### src/rtl/mem_ctrl.sv
// Byte-serial memory controller: arbitrates instruction fetch and load/store
// onto a single 8-bit RAM port with one-cycle read latency.
module mem_ctrl (
  input  logic        clk,
  input  logic        rst,
  input  logic        rdy,
  input  logic        clear,
  input  logic [7:0]  mem_din,
  output logic [7:0]  mem_dout,
  output logic [31:0] mem_a,
  output logic        mem_wr,
  input  logic        io_buffer_full,
  input  logic        if_sig,
  input  logic [31:0] if_addr,
  output logic        if_done,
  output logic [31:0] if_data,
  input  logic        ls_sig,
  input  logic        load_or_store,
  input  logic [2:0]  len,
  input  logic [31:0] ls_addr,
  input  logic [31:0] store_val,
  output logic        ls_done,
  output logic [31:0] ls_data
);

  typedef enum logic [2:0] {
    IDLE, IF_RD, LS_RD, LS_WR, DONE
  } state_t;

  state_t      state, state_nx;
  logic [31:0] base, wdata, rbuf, rbuf_nx;
  logic [31:0] a_q, cur_a;
  logic [2:0]  cnt, nbytes, nlen;
  logic [1:0]  bi;
  logic        is_ls, stall, last_rd, last_wr;

  assign cur_a   = base + {29'd0, cnt};
  assign stall   = io_buffer_full &&
                   (cur_a == 32'h0003_0000 ||
                    cur_a == 32'h0003_0004);
  assign last_rd = cnt == nbytes;
  assign last_wr = cnt == nbytes - 3'd1;
  assign bi      = cnt[1:0] - 2'd1;
  assign rbuf_nx = rbuf |
                   ({24'd0, mem_din} << {bi, 3'b000});
  assign if_done = state == DONE && !is_ls;
  assign ls_done = state == DONE && is_ls;

  always_comb begin
    nlen = 3'd1;
    unique case (1'b1)
      len[2]:  nlen = 3'd4;
      len[1]:  nlen = 3'd2;
      len[0]:  nlen = 3'd1;
      default: nlen = 3'd1;
    endcase
  end

  // While frozen, keep presenting the previous address so mem_din
  // still carries the byte the next capture expects on resume.
  always_comb begin
    mem_a    = 32'd0;
    mem_dout = 8'd0;
    mem_wr   = 1'b0;
    if (!rdy) begin
      mem_a = a_q;
    end else begin
      unique case (state)
        IF_RD, LS_RD: begin
          if (!last_rd) mem_a = cur_a;
        end
        LS_WR: begin
          mem_a  = cur_a;
          mem_wr = !stall;
          unique case (cnt[1:0])
            2'd0: mem_dout = wdata[7:0];
            2'd1: mem_dout = wdata[15:8];
            2'd2: mem_dout = wdata[23:16];
            2'd3: mem_dout = wdata[31:24];
            default: mem_dout = 8'd0;
          endcase
        end
        default: ;
      endcase
    end
  end

  always_comb begin
    state_nx = state;
    unique case (state)
      IDLE: begin
        if (!clear) begin
          if (ls_sig)
            state_nx = load_or_store ? LS_WR : LS_RD;
          else if (if_sig)
            state_nx = IF_RD;
        end
      end
      IF_RD, LS_RD: begin
        if (clear)        state_nx = IDLE;
        else if (last_rd) state_nx = DONE;
      end
      LS_WR: begin
        if (!stall && last_wr) state_nx = DONE;
      end
      DONE:    state_nx = IDLE;
      default: state_nx = IDLE;
    endcase
  end

  always_ff @(posedge clk) begin
    if (!rst)     state <= IDLE;
    else if (rdy) state <= state_nx;
  end

  always_ff @(posedge clk) begin
    if (!rst) begin
      base    <= 32'd0;
      wdata   <= 32'd0;
      rbuf    <= 32'd0;
      a_q     <= 32'd0;
      cnt     <= 3'd0;
      nbytes  <= 3'd0;
      is_ls   <= 1'b0;
      if_data <= 32'd0;
      ls_data <= 32'd0;
    end else if (rdy) begin
      a_q <= mem_a;
      unique case (state)
        IDLE: begin
          if (state_nx != IDLE) begin
            base   <= ls_sig ? ls_addr : if_addr;
            wdata  <= store_val;
            nbytes <= ls_sig ? nlen : 3'd4;
            is_ls  <= ls_sig;
            cnt    <= 3'd0;
            rbuf   <= 32'd0;
          end
        end
        IF_RD, LS_RD: begin
          cnt <= cnt + 3'd1;
          if (cnt != 3'd0) rbuf <= rbuf_nx;
          if (state_nx == DONE) begin
            if (is_ls) ls_data <= rbuf_nx;
            else       if_data <= rbuf_nx;
          end
        end
        LS_WR: begin
          if (!stall) cnt <= cnt + 3'd1;
        end
        default: ;
      endcase
    end
  end

endmodule

### config.mk
export PLATFORM = sky130hd
export DESIGN_NAME = mem_ctrl
export DESIGN_NICKNAME = d
export VERILOG_FILES = /design/src/rtl/mem_ctrl.sv
export SDC_FILE = /design/constraint.sdc
export NUM_CORES = 1
export LEC_CHECK = 0
export CELL_PAD_IN_SITES_DETAIL_PLACEMENT = 2
export CELL_PAD_IN_SITES_GLOBAL_PLACEMENT = 2
export CORE_ASPECT_RATIO = 0.9
export CORE_MARGIN = 4
export CORE_UTILIZATION = 27
export DETAILED_ROUTE_END_ITERATION = 8
export PLACE_DENSITY = 0.82
export SLEW_MARGIN = 5
export SYNTH_ARGS = -nofsm -noshare
export SYNTH_HDL_FRONTEND = slang
export SYNTH_SLANG_ARGS = --single-unit
### constraint.sdc
create_clock -name clk -period 3.7 [get_ports clk]
set_clock_uncertainty 0.05 [all_clocks]
set_input_delay 1.11 -clock clk [delete_from_list [all_inputs] [get_ports clk]]
set_output_delay 1.11 -clock clk [all_outputs]
set_load 0.02 [all_outputs]
==> results of run 1 <==
[per-stage QoR]
stage	cell area (um^2)	power, uW	cells	setup WS (ps)	util, %
2_1_floorplan	9314	2728	1050	1.213	-
3_3_place_gp	12480	3100	1733	-748.2	36.77
3_5_place_dp	12480	3131	1733	-844.8	36.77
4_1_cts	13870	5573	1798	-681.2	40.86
5_1_grt	14480	5869	1812	-1039	42.66
6_report	14480	5645	1812	-967.9	42.66
[cells by family after synthesis]
group                    after synthesis
AND/OR/NAND/NOR                      375
XOR/XNOR                              37
buffers and inverters                105
AO/OA/AOI/OAI                        280
flip-flops                           202
multiplexers                          40
adder cells (fa/ha/maj)               11
[metal layers]
| metal | wire length (um) | part of all wire, % |
|---|---|---|
| met2 | 22500 | 50 |
| met4 | 1714 | 3.8 |
| met5 | 0 | 0 |
| met3 | 2120 | 4.7 |
| met1 | 18390 | 41 |
[registers in the layout (all words and copies together) (netlist names)]
register / flops
nbytes: 3
base: 32
rbuf: 32
state: 3
wdata: 32
if_data: 32
ls_data: 32
cnt: 3
a_q: 32
is_ls: 1
[layout by cell type, fill, tap and decap left out, types with 11 or more instances in the layout]
cell type / instances
dfxtp_1: 196
nand2_1: 180
clkdlybuf4s50_1: 176
buf_4: 109
o211a_1: 97
a21oi_1: 74
nor2_1: 61
buf_6: 43
mux2i_1: 40
and2_1: 37
a21boi_0: 35
clkbuf_16: 25
o2bb2ai_2: 17
xnor2_1: 15
nand3_1: 14
inv_1: 11
[how the worst max path moves through the flow]
| stage | slack [ps] | to | depth (start not counted) | start |
|---|---|---|---|---|
| floorplan | 1 | mem_wr | 10 | cnt[0] |
| global placement | -750 | mem_wr | 8 | io_buffer_full |
| detailed placement | -840 | mem_wr | 8 | io_buffer_full |
| CTS | -680 | mem_wr | 11 | cnt[0] |
| global route | -1040 | mem_wr | 12 | cnt[0] |
| finish | -970 | mem_wr | 11 | base[1] |
[power breakdown]
| group | switching (uW) | internal (uW) |
|---|---|---|
| registers | 59.1 | 2250 |
| logic | 506 | 405 |
| clock network | 1000 | 1420 |
| total | 1570 | 4080 |
[area by class of cell]
cell class                      instances  area share [%]
Antenna cell                            1         0.01728
Clock buffer                           36           5.019
Clock inverter                          6          0.4147
Inverter                               13          0.3629
Multi-Input combinational cell        743           39.24
Sequential cell                       202           28.01
Tap cell                              462           3.991
Timing Repair Buffer                  349           22.95
[critical path, stage by stage, from the launching register on]
cell and delay [ps]:
dfxtp_4 390, inv_1 110, fa_2 460, nor2b_4 220, o2111ai_4 170, or3_4 430
a211oi_2 260, nand4_1 160, buf_6 180, nor4_4 350, nor2_2 100, buf_6 150
[repair_timing]
action                     4_1_cts  5_1_grt
hold endpoints to repair         0        0
setup buffers                   27       17
setup endpoints to repair       41       42
pin swaps                       33       38
hold buffers                     0        0
resized for setup              261      101
==> metrics.log, run 1 <==
[metrics] run status: finished, violations left
[metrics] violations in the final reports: setup timing
[metrics] share of synthesized cell area in full adder, half adder and majority cells: 1.538%
[metrics] max cap viols: 0
[metrics] met3 capacity usage during global routing: 3.810%
[metrics] share of cells above drive strength 1: 24.46%
[metrics] maximum number of pins on one net before global-route repair: 90
[metrics] initial core utilization: 27.32%
[metrics] total routing resource utilization after global routing: 20.95%
[metrics] CP Class: reg -> out
[metrics] ys async rst share: 0%
[metrics] number of buffer cells added on primary ports: 220
[metrics] DIE WIDTH: 203.4 um
[metrics] Vias: 9396
[metrics] cell depth of the worst flop-to-flop path: 12
[metrics] standard cell core area: 0.03395 mm^2
[metrics] cell area after technology mapping: 0.009275 mm^2
[metrics] most numerous cell in the Yosys netlist: dfxtp_1
[metrics] number of library cell types mapped by synthesis: 57
[metrics] largest family of logic cells by synthesized area: compound AO/OA/AOI/OAI gates
[metrics] net count reported at finish: 1459
[metrics] register bit total from synthesis: 202
[metrics] boundary pin count: 222
[metrics] Slew headroom: 34.23%
[metrics] fillcell total: 3586
[metrics] Synth warnings: 0
[metrics] final clock period utilization by the worst path: 126.2%
[metrics] cell types with the largest area share after synthesis: dfxtp_1 (44%), o211a_1 (11%), nand2_1 (7.4%)
[metrics] Achievable Freq: 214.2 MHz
[metrics] kind of end point of the critical path: output pin
[metrics] unrepaired setup endpoints after global routing: true
[metrics] worst ir drop on vdd: 0.3027 mV
[metrics] Synth Area in XOR/XNOR: 3.494%
[metrics] Worst Tran Pin Value: 979.1 ps
[metrics] Hold Startpoint: rbuf[30]
[metrics] CTS Root Buffer Type: clkbuf_16
[metrics] area occupied by registers: 0.004056 mm^2
[metrics] synthesized instance count: 1050
[metrics] count of endpoints failing hold in the final timing report: 0
[metrics] post-layout worst setup margin: -967.9 ps
[metrics] FP Rows: 64
[metrics] fraction of the mapped netlist area in compound gates: 24.08%
[metrics] maximum fanout count along the critical path: 5
[metrics] violation count after the first detailed-route iteration: 644
[metrics] portion of netlist area occupied by mux cells: 4.317%
[metrics] mean instance size in the synthesized netlist: 8.833 um^2
[metrics] setup violation total in the final timing report: 29
[metrics] most used flip-flop cell after synthesis: dfxtp_1
[metrics] gp weighted congestion: 0.8121
[metrics] remaining number of nets flagged by the antenna check after routing: 0
[metrics] post-synthesis to final-layout area growth: 56.14%
[metrics] iteration count of the initial detailed-routing pass: 5
[metrics] GRT met2 Usage: 36.95%
[metrics] kind of start point of the critical path: flip-flop
[metrics] syn nets: 1175
[metrics] met1 GRT Util: 25.87%
[metrics] required time of the critical path: 2540 ps
[metrics] startpoint of the most critical register-to-register path: base[1]
[metrics] proportion of synthesized chip area in sequential cells: 43.60%
[metrics] share of Yosys cell area claimed by the top area cell type: 43.60%
[metrics] CTS tree: yes
[metrics] overall die area: 0.03739 mm^2
[metrics] TritonCTS Buffers: 25
[metrics] number of enable flip-flop cells after synthesis: 0
[metrics] sum of net half-perimeters after detailed placement: 26020 um
[metrics] post-synthesis cell type with the largest combined area: dfxtp_1
[metrics] H-tree depth reported by CTS: 1
[metrics] post-detailed-routing wire length: 44730 um
[metrics] ratio of routed vias to standard cells: 5.185
[metrics] final slew viol count: 0
[metrics] fraction of the mapped netlist area in simple logic gates: 18.35%
[metrics] latest clock arrival within the worst-skew pair: 530 ps
[metrics] type of the worst min-delay path: reg -> reg
[metrics] clock-pin transition on the worst setup and hold timing paths: 70 ps
[metrics] global routing's busiest layer: met2
[metrics] endpoint of the most critical register-to-register path: cnt[0]
[metrics] static leakage power: 0.006455 uW
[metrics] data arrival at the endpoint of the critical path: 3510 ps
[metrics] hold-critical path depth: 2
[metrics] total area of multi-input combinational cells: 0.005683 mm^2
[metrics] GR Overflow Total: 0
[metrics] number of antenna violations at the first check in global routing: 1
[metrics] vias in the first global route: 10286
[metrics] maximum buffer depth of the clock tree: 3
[metrics] vertical die dimension: 183.8 um
[metrics] Clock Sink Count: 202
[metrics] DRC: 0
[metrics] flop2flop setup slack: 20 ps
[metrics] minimum period implied by the final worst setup slack: 4668 ps
[metrics] top cells by count, synth: dfxtp_1 (202), nand2_1 (184), o211a_1 (98)
[metrics] pwr dens: 389.7 mW/mm^2
[metrics] accumulated negative setup slack: -9310 ps
[metrics] global-route wire length before repair: 62200 um
[metrics] minimum hold slack: 416.4 ps
[metrics] Hold Crit Endpoint: rbuf[30]
[metrics] average wire per standard cell: 24.69 um
No activity file was read; power rests on OpenSTA's default activity.
==> run 2: changes to the inputs <==
--- a/config.mk
+++ b/config.mk
@@ -9,9 +9,10 @@
 export CELL_PAD_IN_SITES_GLOBAL_PLACEMENT = 2
 export CORE_ASPECT_RATIO = 0.9
 export CORE_MARGIN = 4
-export CORE_UTILIZATION = 27
+export CORE_UTILIZATION = 30
 export DETAILED_ROUTE_END_ITERATION = 8
-export PLACE_DENSITY = 0.82
+export HOLD_SLACK_MARGIN = 0.08
+export PLACE_DENSITY = 0.86
 export SLEW_MARGIN = 5
 export SYNTH_ARGS = -nofsm -noshare
 export SYNTH_HDL_FRONTEND = slang
==> constraint.sdc (replaced) <==
create_clock -name clk -period 4.5 [get_ports clk]
set_clock_uncertainty 0.05 [all_clocks]
set_input_delay 1.35 -clock clk [delete_from_list [all_inputs] [get_ports clk]]
set_output_delay 1.35 -clock clk [all_outputs]
set_load 0.02 [all_outputs]
==> run 2 against run 1 <==
  * The flow still finishes with violations (setup timing)
  * Combinational power is 31% lower
  * Count of clock-buffer cells in the layout fell by 3
  * Critical path type unchanged
  * Register-to-register slack better by 1100 ps
  * Flip-flop and latch count is the same
  * First-iteration DRC count down 26%
  * Hold slack better by 4.9 ps
==> metrics.log, run 2 (synthesis gave the netlist of run 1 again) <==
[metrics] vias in the first global route: 9754
[metrics] run status: finished, violations left
[metrics] violations in the final reports: setup timing
[metrics] leading cell type in the layout, fill and taps excluded: dfxtp_1
[metrics] post-detailed-routing wire length: 37690 um
[metrics] static leakage power: 0.005956 uW
[metrics] delay of the slowest cell on the worst path: 410 ps
[metrics] maximum fanout count along the critical path: 4
[metrics] total routing resource utilization after global routing: 20.67%
[metrics] initial core utilization: 30.73%
[metrics] maximum buffer depth of the clock tree: 3
[metrics] DRC: 0
[metrics] iteration count of the initial detailed-routing pass: 6
[metrics] kind of end point of the critical path: output pin
[metrics] H-tree depth reported by CTS: 1
[metrics] latest clock arrival within the worst-skew pair: 520 ps
[metrics] average wire per standard cell: 22.17 um
[metrics] gate family responsible for the most delay along the worst path: simple AND/OR/NAND/NOR gates
[metrics] required time of the critical path: 3100 ps
[metrics] GR Overflow Total: 0
[metrics] Worst Tran Pin Value: 1010 ps
[metrics] overall die area: 0.03380 mm^2
[metrics] number of buffer cells added on primary ports: 220
[metrics] WP buf/inv: 4
[metrics] unrepaired setup endpoints after global routing: true
[metrics] maximum number of pins on one net before global-route repair: 74
[metrics] standard cell core area: 0.03018 mm^2
[metrics] minimum period implied by the final worst setup slack: 4677 ps
[metrics] global-route wire length before repair: 57460 um
[metrics] final clock period utilization by the worst path: 103.9%
[metrics] Slew headroom: 32.12%
[metrics] post-synthesis to final-layout area growth: 42.45%
[metrics] type of the worst min-delay path: reg -> reg
[metrics] violation count after the first detailed-route iteration: 475
[metrics] Clock Sink Count: 202
[metrics] design area: 0.01321 mm^2
[metrics] worst ir drop on vdd: 0.2394 mV
[metrics] count of endpoints failing hold in the final timing report: 0
[metrics] remaining number of nets flagged by the antenna check after routing: 0
[metrics] Vias: 8935
[metrics] setup violation total in the final timing report: 2
[metrics] sum of net half-perimeters after detailed placement: 25120 um
[metrics] worst path cell trace: ha_4, inv_2, fa_2, nor2b_4, buf_6, o2111a_2, and3b_2, mux2i_1, nand3_1, nor4_2, buf_4, nor2_2, buf_6
[metrics] total cell area at the placement stage: 0.01217 mm^2
[metrics] CTS Root Buffer Type: clkbuf_16
[metrics] boundary pin count: 222
[metrics] FP Rows: 60
[metrics] minimum hold slack: 421.3 ps
[metrics] CTS tree: yes
[metrics] net count reported at finish: 1404
[metrics] pwr dens: 348.3 mW/mm^2
[metrics] ratio of routed vias to standard cells: 5.256
[metrics] accumulated negative setup slack: -204.9 ps
[metrics] data arrival at the endpoint of the critical path: 3280 ps
[metrics] cell with the biggest individual delay on the critical path: fa_2
[metrics] DIE WIDTH: 193.3 um
[metrics] TritonCTS Buffers: 24
[metrics] vertical die dimension: 174.8 um
[metrics] final slew viol count: 0
[metrics] max cap viols: 0
[metrics] CP Class: reg -> out
[metrics] kind of start point of the critical path: flip-flop
[metrics] Achievable Freq: 213.8 MHz
[metrics] number of antenna violations at the first check in global routing: 2
[metrics] most frequent cell on the critical path: buf_6
[metrics] post-layout worst setup margin: -177.4 ps
[metrics] most frequent cells in the layout: dfxtp_1 (198), nand2_1 (183), clkdlybuf4s50_1 (177)
[metrics] gp weighted congestion: 0.7974
[metrics] clock-pin transition on the worst setup and hold timing paths: 60 ps
[metrics] share of cells above drive strength 1: 15.20%
-- run 2: cell count changes in the layout (fill, tap and decap cells not counted), sizes merged --
cell and change:
clkdlybuf4s15 +13, buf -89, dlygate4sd2 +9, clkdlybuf4s50 +1
dlymetal6s2s +2, bufinv +2, clkinv +2, clkbuf +7
-- run 2: layer usage --
layer  track usage, %  share of wire [%]  vias to the layer above
met4            4.366                1.9                        2
met5                0              0.021                        -
met2            37.11                 51                      198
met3            3.412                3.6                       50
li1                 -                  -                     4153
met1            26.24                 43                     4532
-- run 2: worst register-to-register path, stage by stage, from the launching register on --
cell	delay, ps
dfxtp_1	330
ha_2	340
o211ai_1	170
or4_1	440
buf_4	210
nor4_4	160
xnor2_1	220
nand3_1	210
buf_4	180
buf_4	130
or4_4	560
nand2_1	160
mux2i_1	200
-- run 2: per-stage QoR --
stage          setup slack (ps)  power [uW]  utilization [%]  std cells
2_1_floorplan             191.9        2240                -       1050
3_3_place_gp             -420.0        2519            40.34       1650
3_5_place_dp             -449.0        2543            40.34       1650
4_1_cts                  -234.1        4625            43.38       1693
5_1_grt                  -279.4        4788            43.78       1700
6_report                 -177.4        4602            43.78       1700
-- run 2: final timing paths --
| kind | startpoint | endpoint | slack, ps | cells past startpoint |
|---|---|---|---|---|
| max | cnt[0] | mem_wr | -180 | 13 |
| min | wdata[7] | wdata[7] | 420 | 2 |
| max reg2reg | cnt[2] | cnt[0] | 1070 | 12 |
| min reg2reg | wdata[7] | wdata[7] | 420 | 2 |
-- run 2: report_power, final --
part	leakage, uW	internal [uW]	switching [uW]	total (uW)
registers	0.00164	1850	57.8	1910
logic	0.00390	287	341	628
clock network	0.000416	1280	787	2070
-- run 2: final cells by class --
| class | count | area, um^2 |
|---|---|---|
| antenna | 1 | 2.502 |
| tap | 403 | 504.2 |
| timing repair buffer | 295 | 2754 |
| clock inverter | 10 | 130.1 |
| multi-input combinational | 743 | 5006 |
| clock buffer | 33 | 715.7 |
| inverter | 13 | 48.80 |
| fill | 3229 | 16970 |
| sequential | 202 | 4051 |
-- run 2: timing repair --
item                                    4_1_cts  5_1_grt
buffers inserted                              0        6
hold buffers                                  0        0
endpoints found under the setup margin       37       40
resized for setup                            85       47
pin swaps                                     1       11
==> run 3: changes to the inputs <==
--- a/config.mk
+++ b/config.mk
@@ -5,6 +5,7 @@
 export SDC_FILE = /design/constraint.sdc
 export NUM_CORES = 1
 export LEC_CHECK = 0
+export CAP_MARGIN = 20
 export CELL_PAD_IN_SITES_DETAIL_PLACEMENT = 2
 export CELL_PAD_IN_SITES_GLOBAL_PLACEMENT = 2
 export CORE_ASPECT_RATIO = 0.9
==> results of run 3 <==
Final layout, timing and power as in run 2 (identical DEF).
